`src/rtl/regfile_write_arbiter_if.sv`:
```
// Request-side bundle for the register-file write arbiter.
// Three requesters share one bundle. Slot i carries valid[i], addr[i*ADDR_W +: ADDR_W]
// and data[i*DATA_W +: DATA_W].
//   master : requesters, which drive valid/addr/data and sample ready
//   slave  : arbiter, which samples valid/addr/data and drives ready (combinational)
interface regfile_write_arbiter_if #(
  parameter int unsigned DATA_W = 32,
  parameter int unsigned ADDR_W = 5
);
  logic [2:0]          req_valid;
  logic [3*ADDR_W-1:0] req_addr;
  logic [3*DATA_W-1:0] req_data;
  logic [2:0]          req_ready;

  modport master (output req_valid, req_addr, req_data, input req_ready);
  modport slave  (input req_valid, req_addr, req_data, output req_ready);
endinterface

```
`src/rtl/regfile_write_arbiter.sv`:
```
// Shares the register file's two write ports among three requesters
// (0 = writeback, 1 = accelerator, 2 = load-return).
// Ordering: starving requesters come first, then round-robin order.
// Two requests to the same register are never granted in one cycle.
// x0 requests are acknowledged at once and use no port.
// Ports:
//   clk, reset                        clock, synchronous active-high reset
//   req (slave)                       valid/addr/data in, combinational ready out
//   RegWrite/Write_register/Write_data     registered write port 1
//   RegWrite2/Write_register2/Write_data2  registered write port 2
//   starve_flag                       registered, bit i set while requester i is starving
module regfile_write_arbiter #(
  parameter int unsigned DATA_W       = 32,
  parameter int unsigned ADDR_W       = 5,
  parameter int unsigned STARVE_LIMIT = 4
) (
  input  logic                  clk,
  input  logic                  reset,
  regfile_write_arbiter_if.slave req,
  output logic                  RegWrite,
  output logic [ADDR_W-1:0]     Write_register,
  output logic [DATA_W-1:0]     Write_data,
  output logic                  RegWrite2,
  output logic [ADDR_W-1:0]     Write_register2,
  output logic [DATA_W-1:0]     Write_data2,
  output logic [2:0]            starve_flag
);

  localparam int unsigned NREQ  = 3;
  localparam int unsigned CNT_W = $clog2(STARVE_LIMIT + 1);

  logic [1:0]        rr_ptr;
  logic [CNT_W-1:0]  wait_cnt [NREQ];
  logic [CNT_W-1:0]  wait_nxt [NREQ];
  logic [NREQ-1:0]   starve_nxt;

  logic [ADDR_W-1:0] addr [NREQ];
  logic [DATA_W-1:0] data [NREQ];
  logic [NREQ-1:0]   live;
  logic [NREQ-1:0]   x0_req;
  logic [NREQ-1:0]   starving;

  logic [NREQ-1:0]   grant;
  logic              g1_v;
  logic              g2_v;
  logic [1:0]        g1_idx;
  logic [1:0]        g2_idx;
  logic [1:0]        last_idx;

  // Unpack the per-requester slots and classify each request.
  always_comb begin
    for (int i = 0; i < NREQ; i++) begin
      addr[i]     = req.req_addr[i*ADDR_W +: ADDR_W];
      data[i]     = req.req_data[i*DATA_W +: DATA_W];
      live[i]     = req.req_valid[i] && (addr[i] != '0);
      x0_req[i]   = req.req_valid[i] && (addr[i] == '0);
      starving[i] = (wait_cnt[i] == CNT_W'(STARVE_LIMIT));
    end
  end

  // Grant walk. Pass 0 visits starving requesters in ascending index.
  // Pass 1 visits the rest in round-robin order starting at rr_ptr.
  // A port-2 candidate that hits port 1's register is skipped.
  always_comb begin
    logic [1:0] idx;
    idx      = '0;
    grant    = '0;
    g1_v     = 1'b0;
    g2_v     = 1'b0;
    g1_idx   = '0;
    g2_idx   = '0;
    last_idx = '0;
    for (int pass = 0; pass < 2; pass++) begin
      for (int k = 0; k < NREQ; k++) begin
        idx = (pass == 0) ? 2'(k) : 2'((int'(rr_ptr) + k) % NREQ);
        if (live[idx] && (starving[idx] == (pass == 0)) && !g2_v) begin
          if (!g1_v) begin
            g1_v        = 1'b1;
            g1_idx      = idx;
            grant[idx]  = 1'b1;
            last_idx    = idx;
          end else if (addr[idx] != addr[g1_idx]) begin
            g2_v        = 1'b1;
            g2_idx      = idx;
            grant[idx]  = 1'b1;
            last_idx    = idx;
          end
        end
      end
    end
  end

  // Ready covers port grants and x0 acknowledgements. It is held low during reset.
  always_comb begin
    req.req_ready = reset ? '0 : (x0_req | grant);
  end

  // Wait counters. They count while a nonzero request is refused and saturate at the limit.
  always_comb begin
    for (int i = 0; i < NREQ; i++) begin
      wait_nxt[i] = '0;
      if (live[i] && !grant[i]) begin
        wait_nxt[i] = starving[i] ? wait_cnt[i] : wait_cnt[i] + CNT_W'(1);
      end
      starve_nxt[i] = (wait_nxt[i] == CNT_W'(STARVE_LIMIT));
    end
  end

  // Port registers, pointer and starvation state.
  always_ff @(posedge clk) begin
    if (reset) begin
      RegWrite        <= 1'b0;
      Write_register  <= '0;
      Write_data      <= '0;
      RegWrite2       <= 1'b0;
      Write_register2 <= '0;
      Write_data2     <= '0;
      rr_ptr          <= '0;
      starve_flag     <= '0;
      for (int i = 0; i < NREQ; i++) begin
        wait_cnt[i] <= '0;
      end
    end else begin
      RegWrite        <= g1_v;
      Write_register  <= g1_v ? addr[g1_idx] : '0;
      Write_data      <= g1_v ? data[g1_idx] : '0;
      RegWrite2       <= g2_v;
      Write_register2 <= g2_v ? addr[g2_idx] : '0;
      Write_data2     <= g2_v ? data[g2_idx] : '0;
      if (g1_v) begin
        rr_ptr <= (last_idx == 2'd2) ? 2'd0 : last_idx + 2'd1;
      end
      starve_flag <= starve_nxt;
      for (int i = 0; i < NREQ; i++) begin
        wait_cnt[i] <= wait_nxt[i];
      end
    end
  end

endmodule

```
`src/flat_wrapper.sv`:
```
// flat-port wrapper written by rule: the top's interface ports become plain ports
module regfile_write_arbiter_flat 
#(
  parameter int unsigned DATA_W       = 32,
  parameter int unsigned ADDR_W       = 5,
  parameter int unsigned STARVE_LIMIT = 4
)
  (clk, reset, RegWrite, Write_register, Write_data, RegWrite2, Write_register2, Write_data2, starve_flag, req_req_valid, req_req_addr, req_req_data, req_req_ready);
  regfile_write_arbiter_if #(.DATA_W(DATA_W), .ADDR_W(ADDR_W)) req_i ();
  input  logic clk;
  input  logic reset;
  output logic RegWrite;
  output logic [ADDR_W-1:0] Write_register;
  output logic [DATA_W-1:0] Write_data;
  output logic RegWrite2;
  output logic [ADDR_W-1:0] Write_register2;
  output logic [DATA_W-1:0] Write_data2;
  output logic [2:0] starve_flag;
  input wire logic [$bits(req_i.req_valid)-1:0] req_req_valid;
  input wire logic [$bits(req_i.req_addr)-1:0] req_req_addr;
  input wire logic [$bits(req_i.req_data)-1:0] req_req_data;
  output wire logic [$bits(req_i.req_ready)-1:0] req_req_ready;
  assign req_i.req_valid = req_req_valid;
  assign req_i.req_addr = req_req_addr;
  assign req_i.req_data = req_req_data;
  assign req_req_ready = req_i.req_ready;
  regfile_write_arbiter #(.DATA_W(DATA_W), .ADDR_W(ADDR_W), .STARVE_LIMIT(STARVE_LIMIT)) u_core (.clk(clk), .reset(reset), .req(req_i), .RegWrite(RegWrite), .Write_register(Write_register), .Write_data(Write_data), .RegWrite2(RegWrite2), .Write_register2(Write_register2), .Write_data2(Write_data2), .starve_flag(starve_flag));
endmodule
```
`config.mk`:
```
export PLATFORM = sky130hd
export DESIGN_NAME = regfile_write_arbiter_flat
export DESIGN_NICKNAME = d
export VERILOG_FILES = /design/src/rtl/regfile_write_arbiter_if.sv /design/src/rtl/regfile_write_arbiter.sv /design/src/flat_wrapper.sv
export SDC_FILE = /design/constraint.sdc
export NUM_CORES = 1
export LEC_CHECK = 0
export ABC_CLOCK_PERIOD_IN_PS = 6300
export BUFFER_PORTS_ARGS = -buffer_cell sky130_fd_sc_hd__buf_2
export CAP_MARGIN = 20
export CORE_ASPECT_RATIO = 0.9
export CORE_MARGIN = 2
export CORE_UTILIZATION = 47
export DETAILED_ROUTE_END_ITERATION = 6
export GPL_TIMING_DRIVEN = 0
export MAX_ROUTING_LAYER = met4
export PLACE_DENSITY = 0.82
export SYNTH_ARGS = -nofsm -noshare
export SYNTH_HDL_FRONTEND = slang
export SYNTH_SLANG_ARGS = --single-unit
```
`constraint.sdc`:
```
create_clock -name clk -period 6.3 [get_ports clk]
set_clock_uncertainty 0.15 [all_clocks]
set_input_delay 1.26 -clock clk [delete_from_list [all_inputs] [get_ports clk]]
set_output_delay 1.26 -clock clk [all_outputs]
set_load 0.01 [all_outputs]
```
==> run summary <==
run status: complete, no violations
final cycle utilization of the critical path: 99.7%
FF-to-FF setup slack: 1210 ps
pins over their slew limit: 0
number of gates on the worst path with buffers counted: 14
vertical die dimension: 116 microns
via count normalized by instance count: 6.29
clk buf depth: 2
arrival time of the worst setup path: 4870 ps
critical path peak fanout: 10
maximum number of pins on one net before global-route repair: 19
reg-to-reg critical path startpoint: u_core.rr_ptr[0]
initial core utilization: 47.6%
highest-delay cell along the critical path: sky130_fd_sc_hd__or4_1
via count of the first global-routing pass: 6776
crit path time final: 6280 ps
part of the power in combinational logic: 63.5%
ANT nets after route: 0
TritonCTS clock tree: yes
number of instances on the worst hold path: 2
worst endpoint required time: 4890 ps
routed wirelength normalized by instance count: 19.3 microns
count of input and output buffers: 187
fraction of final layout cells sized beyond drive strength 1: 28.0%
routed wire length: 23.6 mm
# H-tree levels: 3
Async SR Flop Fraction: 0%
worst stage delay on the critical path: 720 ps
Primary FF master, synth: sky130_fd_sc_hd__dfxtp_1
cell area after synthesis: 6590 sq um
post-route DRC violation count: 0
mean area per synthesized cell: 7.86 sq um
endpoints failing hold: 0
share of total power consumed by net switching: 48.6%
internal portion of total power: 2.01 mW
accumulated negative setup slack: 0 ps
worst setup path startpoint: req_req_addr[5]
width of the chip: 129 microns
post-synthesis cell type with the largest combined area: sky130_fd_sc_hd__dfxtp_1
library cell used as clock root buffer: sky130_fd_sc_hd__clkbuf_16
Leakage Power: 3.48 nW
Hold Startpoint: u_core.rr_ptr[0]
overall die area: 15000 sq um
GP Congestion: 1.06
top-count cell post-synth: sky130_fd_sc_hd__nand2_1
share of synthesized area occupied by flip-flops and latches: 27.3%
core area: 13900 sq um
Final Setup Violations: 0
fmax: 159 MHz
switching power of the nets: 1.90 mW
filler instances: 1228
worst max-slew margin expressed relative to the limit: 49.0%
number of ports placed on the die boundary: 198
critical path's most frequent cell: sky130_fd_sc_hd__buf_2
final HPWL from detailed placement: 17.3 mm
cells taking the most area after synthesis: sky130_fd_sc_hd__dfxtp_1 (27%), sky130_fd_sc_hd__mux2i_1 (9.4%), sky130_fd_sc_hd__nand2_1 (6.3%)
flop and latch count out of synthesis: 90
transition at the pin with the smallest max-transition slack: 757 ps
cell family with the largest share of critical-path delay: compound AO/OA/AOI/OAI gates
WP buf/inv: 3
Post-CTS Hold Buffers: 0
DRC marker count from the first detailed-route iteration: 960
startpoint types: input port
Layout Area Growth over Synthesis: 24.3%
first-pass GRT wire length: 35.7 mm
Mapped Nets: 965
Crit. End Element: output pin
warning count from the yosys run: 0
total vias in the final route: 7695
count of cell types in the netlist: 87
series of cell instances along the critical path: buf_2 -> or4_1 -> o21ai_4 -> a2111o_1 -> buf_4 -> mux2i_4 -> o21ai_1 -> a32o_2 -> a221oi_4 -> o31ai_4 -> a221o_1 -> a21o_1 -> o21a_1 -> buf_2
critical path class: input port to output pin
Global Route Usage Sum: 30.6%
Worst Reg-to-Reg Cells: 14
count of flip-flops with a built-in enable after synthesis: 0
number of clock sinks: 90
Nets: 1172
Clock Power Share: 13.8%
clock edge transition at the registers on the reported setup and hold paths: 70 ps
max-capacitance violation count: 0
number of buffers added by the clock tree synthesis step: 9
DRT Pass-1 Iters: 6
Post-Synthesis Cells: 839
GR Overflow Total: 0
Yosys top cell area share: 27.3%
sequential cell fraction of total power: 22.7%
Post-synth top cells: sky130_fd_sc_hd__nand2_1 (110), sky130_fd_sc_hd__nor2_1 (104), sky130_fd_sc_hd__dfxtp_1 (90)
maximum vdd ir drop: 240 uV
Total Power Consumption: 3.91 mW
power density over the cells: 477 nW/um^2
hold-critical path endpoint: u_core.rr_ptr[0]
Std-Cell Rows: 41
Antenna diodes: 0
capture point of the worst reg-to-reg path: u_core.Write_data[15]
number of antenna violations at the first check in global routing: 0
worst skew pair latency: 350 ps
path class of the lowest-slack min-delay path: register to register
## through the flow
stage          worst slack (ps)  instances  cell area (sq um)  hold WS [ps]  utilization (%)
2_1_floorplan               601        839               6590           351                -
3_3_place_gp              -95.9       1198               7740           375             55.9
3_5_place_dp               -129       1198               7740           383             55.9
4_1_cts                    15.4       1217               8090           395             58.4
5_1_grt                   -36.7       1223               8190           435             59.2
6_report                   18.2       1223               8190           395             59.2
## cell families (layout without fill, tap and decap cells)
| group | count (synthesis) | after routing | share of synthesized area, % |
|---|---|---|---|
| flops | 90 | 90 | 27.3 |
| compound gates | 227 | 227 | 28.0 |
| buf+inv | 108 | 320 | 7.37 |
| mux | 64 | 64 | 9.76 |
| fa+ha+maj | 10 | 10 | 1.90 |
| simple gates | 318 | 318 | 22.7 |
| xor+xnor | 22 | 22 | 2.92 |
## how the worst max path moves through the flow
stage	end
final	req_req_ready[0]
after global routing	req_req_ready[0]
after CTS	req_req_ready[0]
after detailed placement	req_req_ready[0]
after global placement	req_req_ready[0]
after floorplan	req_req_ready[0]
## cell type report
class / instances / area, sq um / area share, %
Tap cell: 172 / 215 / 2.63
Inverter: 27 / 101 / 1.24
Clock inverter: 7 / 71.3 / 0.870
Clock buffer: 9 / 225 / 2.75
Timing Repair Buffer: 196 / 1000 / 12.2
Buffer: 81 / 395 / 4.83
Multi-Input combinational cell: 641 / 4380 / 53.5
Sequential cell: 90 / 1800 / 22.0
## sequential cells by signal, indices dropped and copies added, names as in the netlist
name	count
u_core.wait_cnt	9
u_core.Write_data2	32
u_core.starve_flag	3
u_core.RegWrite	1
u_core.Write_register	5
u_core.Write_data	32
u_core.RegWrite2	1
u_core.rr_ptr	2
u_core.Write_register2	5
## worst register-to-register path, delay by kind of cell (launching register included)
family	cells	cell delay, ps
and+or+nand+nor	2	270
AOI/OAI and AO/OA	6	2160
DFF	1	390
adders and majority gates	1	370
buffers and inverters	5	1660
## placed cells by master, fill, tap and decap left out, types with 10 or more instances in the layout
master                       n
sky130_fd_sc_hd__o211ai_1   11
sky130_fd_sc_hd__o22ai_1    15
sky130_fd_sc_hd__buf_4      12
sky130_fd_sc_hd__a311oi_1   37
sky130_fd_sc_hd__nor2_1    103
sky130_fd_sc_hd__mux2i_1    61
sky130_fd_sc_hd__nand2_1   110
sky130_fd_sc_hd__o21ai_0    20
sky130_fd_sc_hd__buf_2     202
sky130_fd_sc_hd__nand3_1    15
sky130_fd_sc_hd__clkbuf_1   49
sky130_fd_sc_hd__nand2b_1   12
sky130_fd_sc_hd__dfxtp_1    90
sky130_fd_sc_hd__ha_1       10
sky130_fd_sc_hd__a211oi_1   23
sky130_fd_sc_hd__inv_1      27
sky130_fd_sc_hd__a21oi_1    20
sky130_fd_sc_hd__nor3_1     17
sky130_fd_sc_hd__xnor2_1    16
sky130_fd_sc_hd__a211oi_2   21
## what timing repair did
| item | CTS | global route |
|---|---|---|
| pin swaps | 3 | 7 |
| endpoints found under the hold margin | 0 | 0 |
| gates resized for setup | 6 | 16 |
| endpoints found under the setup margin | 3 | 3 |
| buffers inserted | 3 | 6 |
## per-layer routing
layer  wire [microns]  GRT usage, %  share of wire [%]
met5                0             -                  0
met4              716          11.0                3.0
met3             2250          4.67                9.6
met2            10700          46.8                 45
met1             9940          41.3                 42
## power groups by stage
stage	registers [mW]	logic (mW)	clock network, mW
5_1_grt	0.909	2.67	0.558
4_1_cts	0.885	2.36	0.538
2_1_floorplan	1.02	1.45	0
3_5_place_dp	0.895	2.31	0
3_3_place_gp	0.889	2.29	0
6_report	0.886	2.48	0.539
Power figures use the tool's default switching activity.
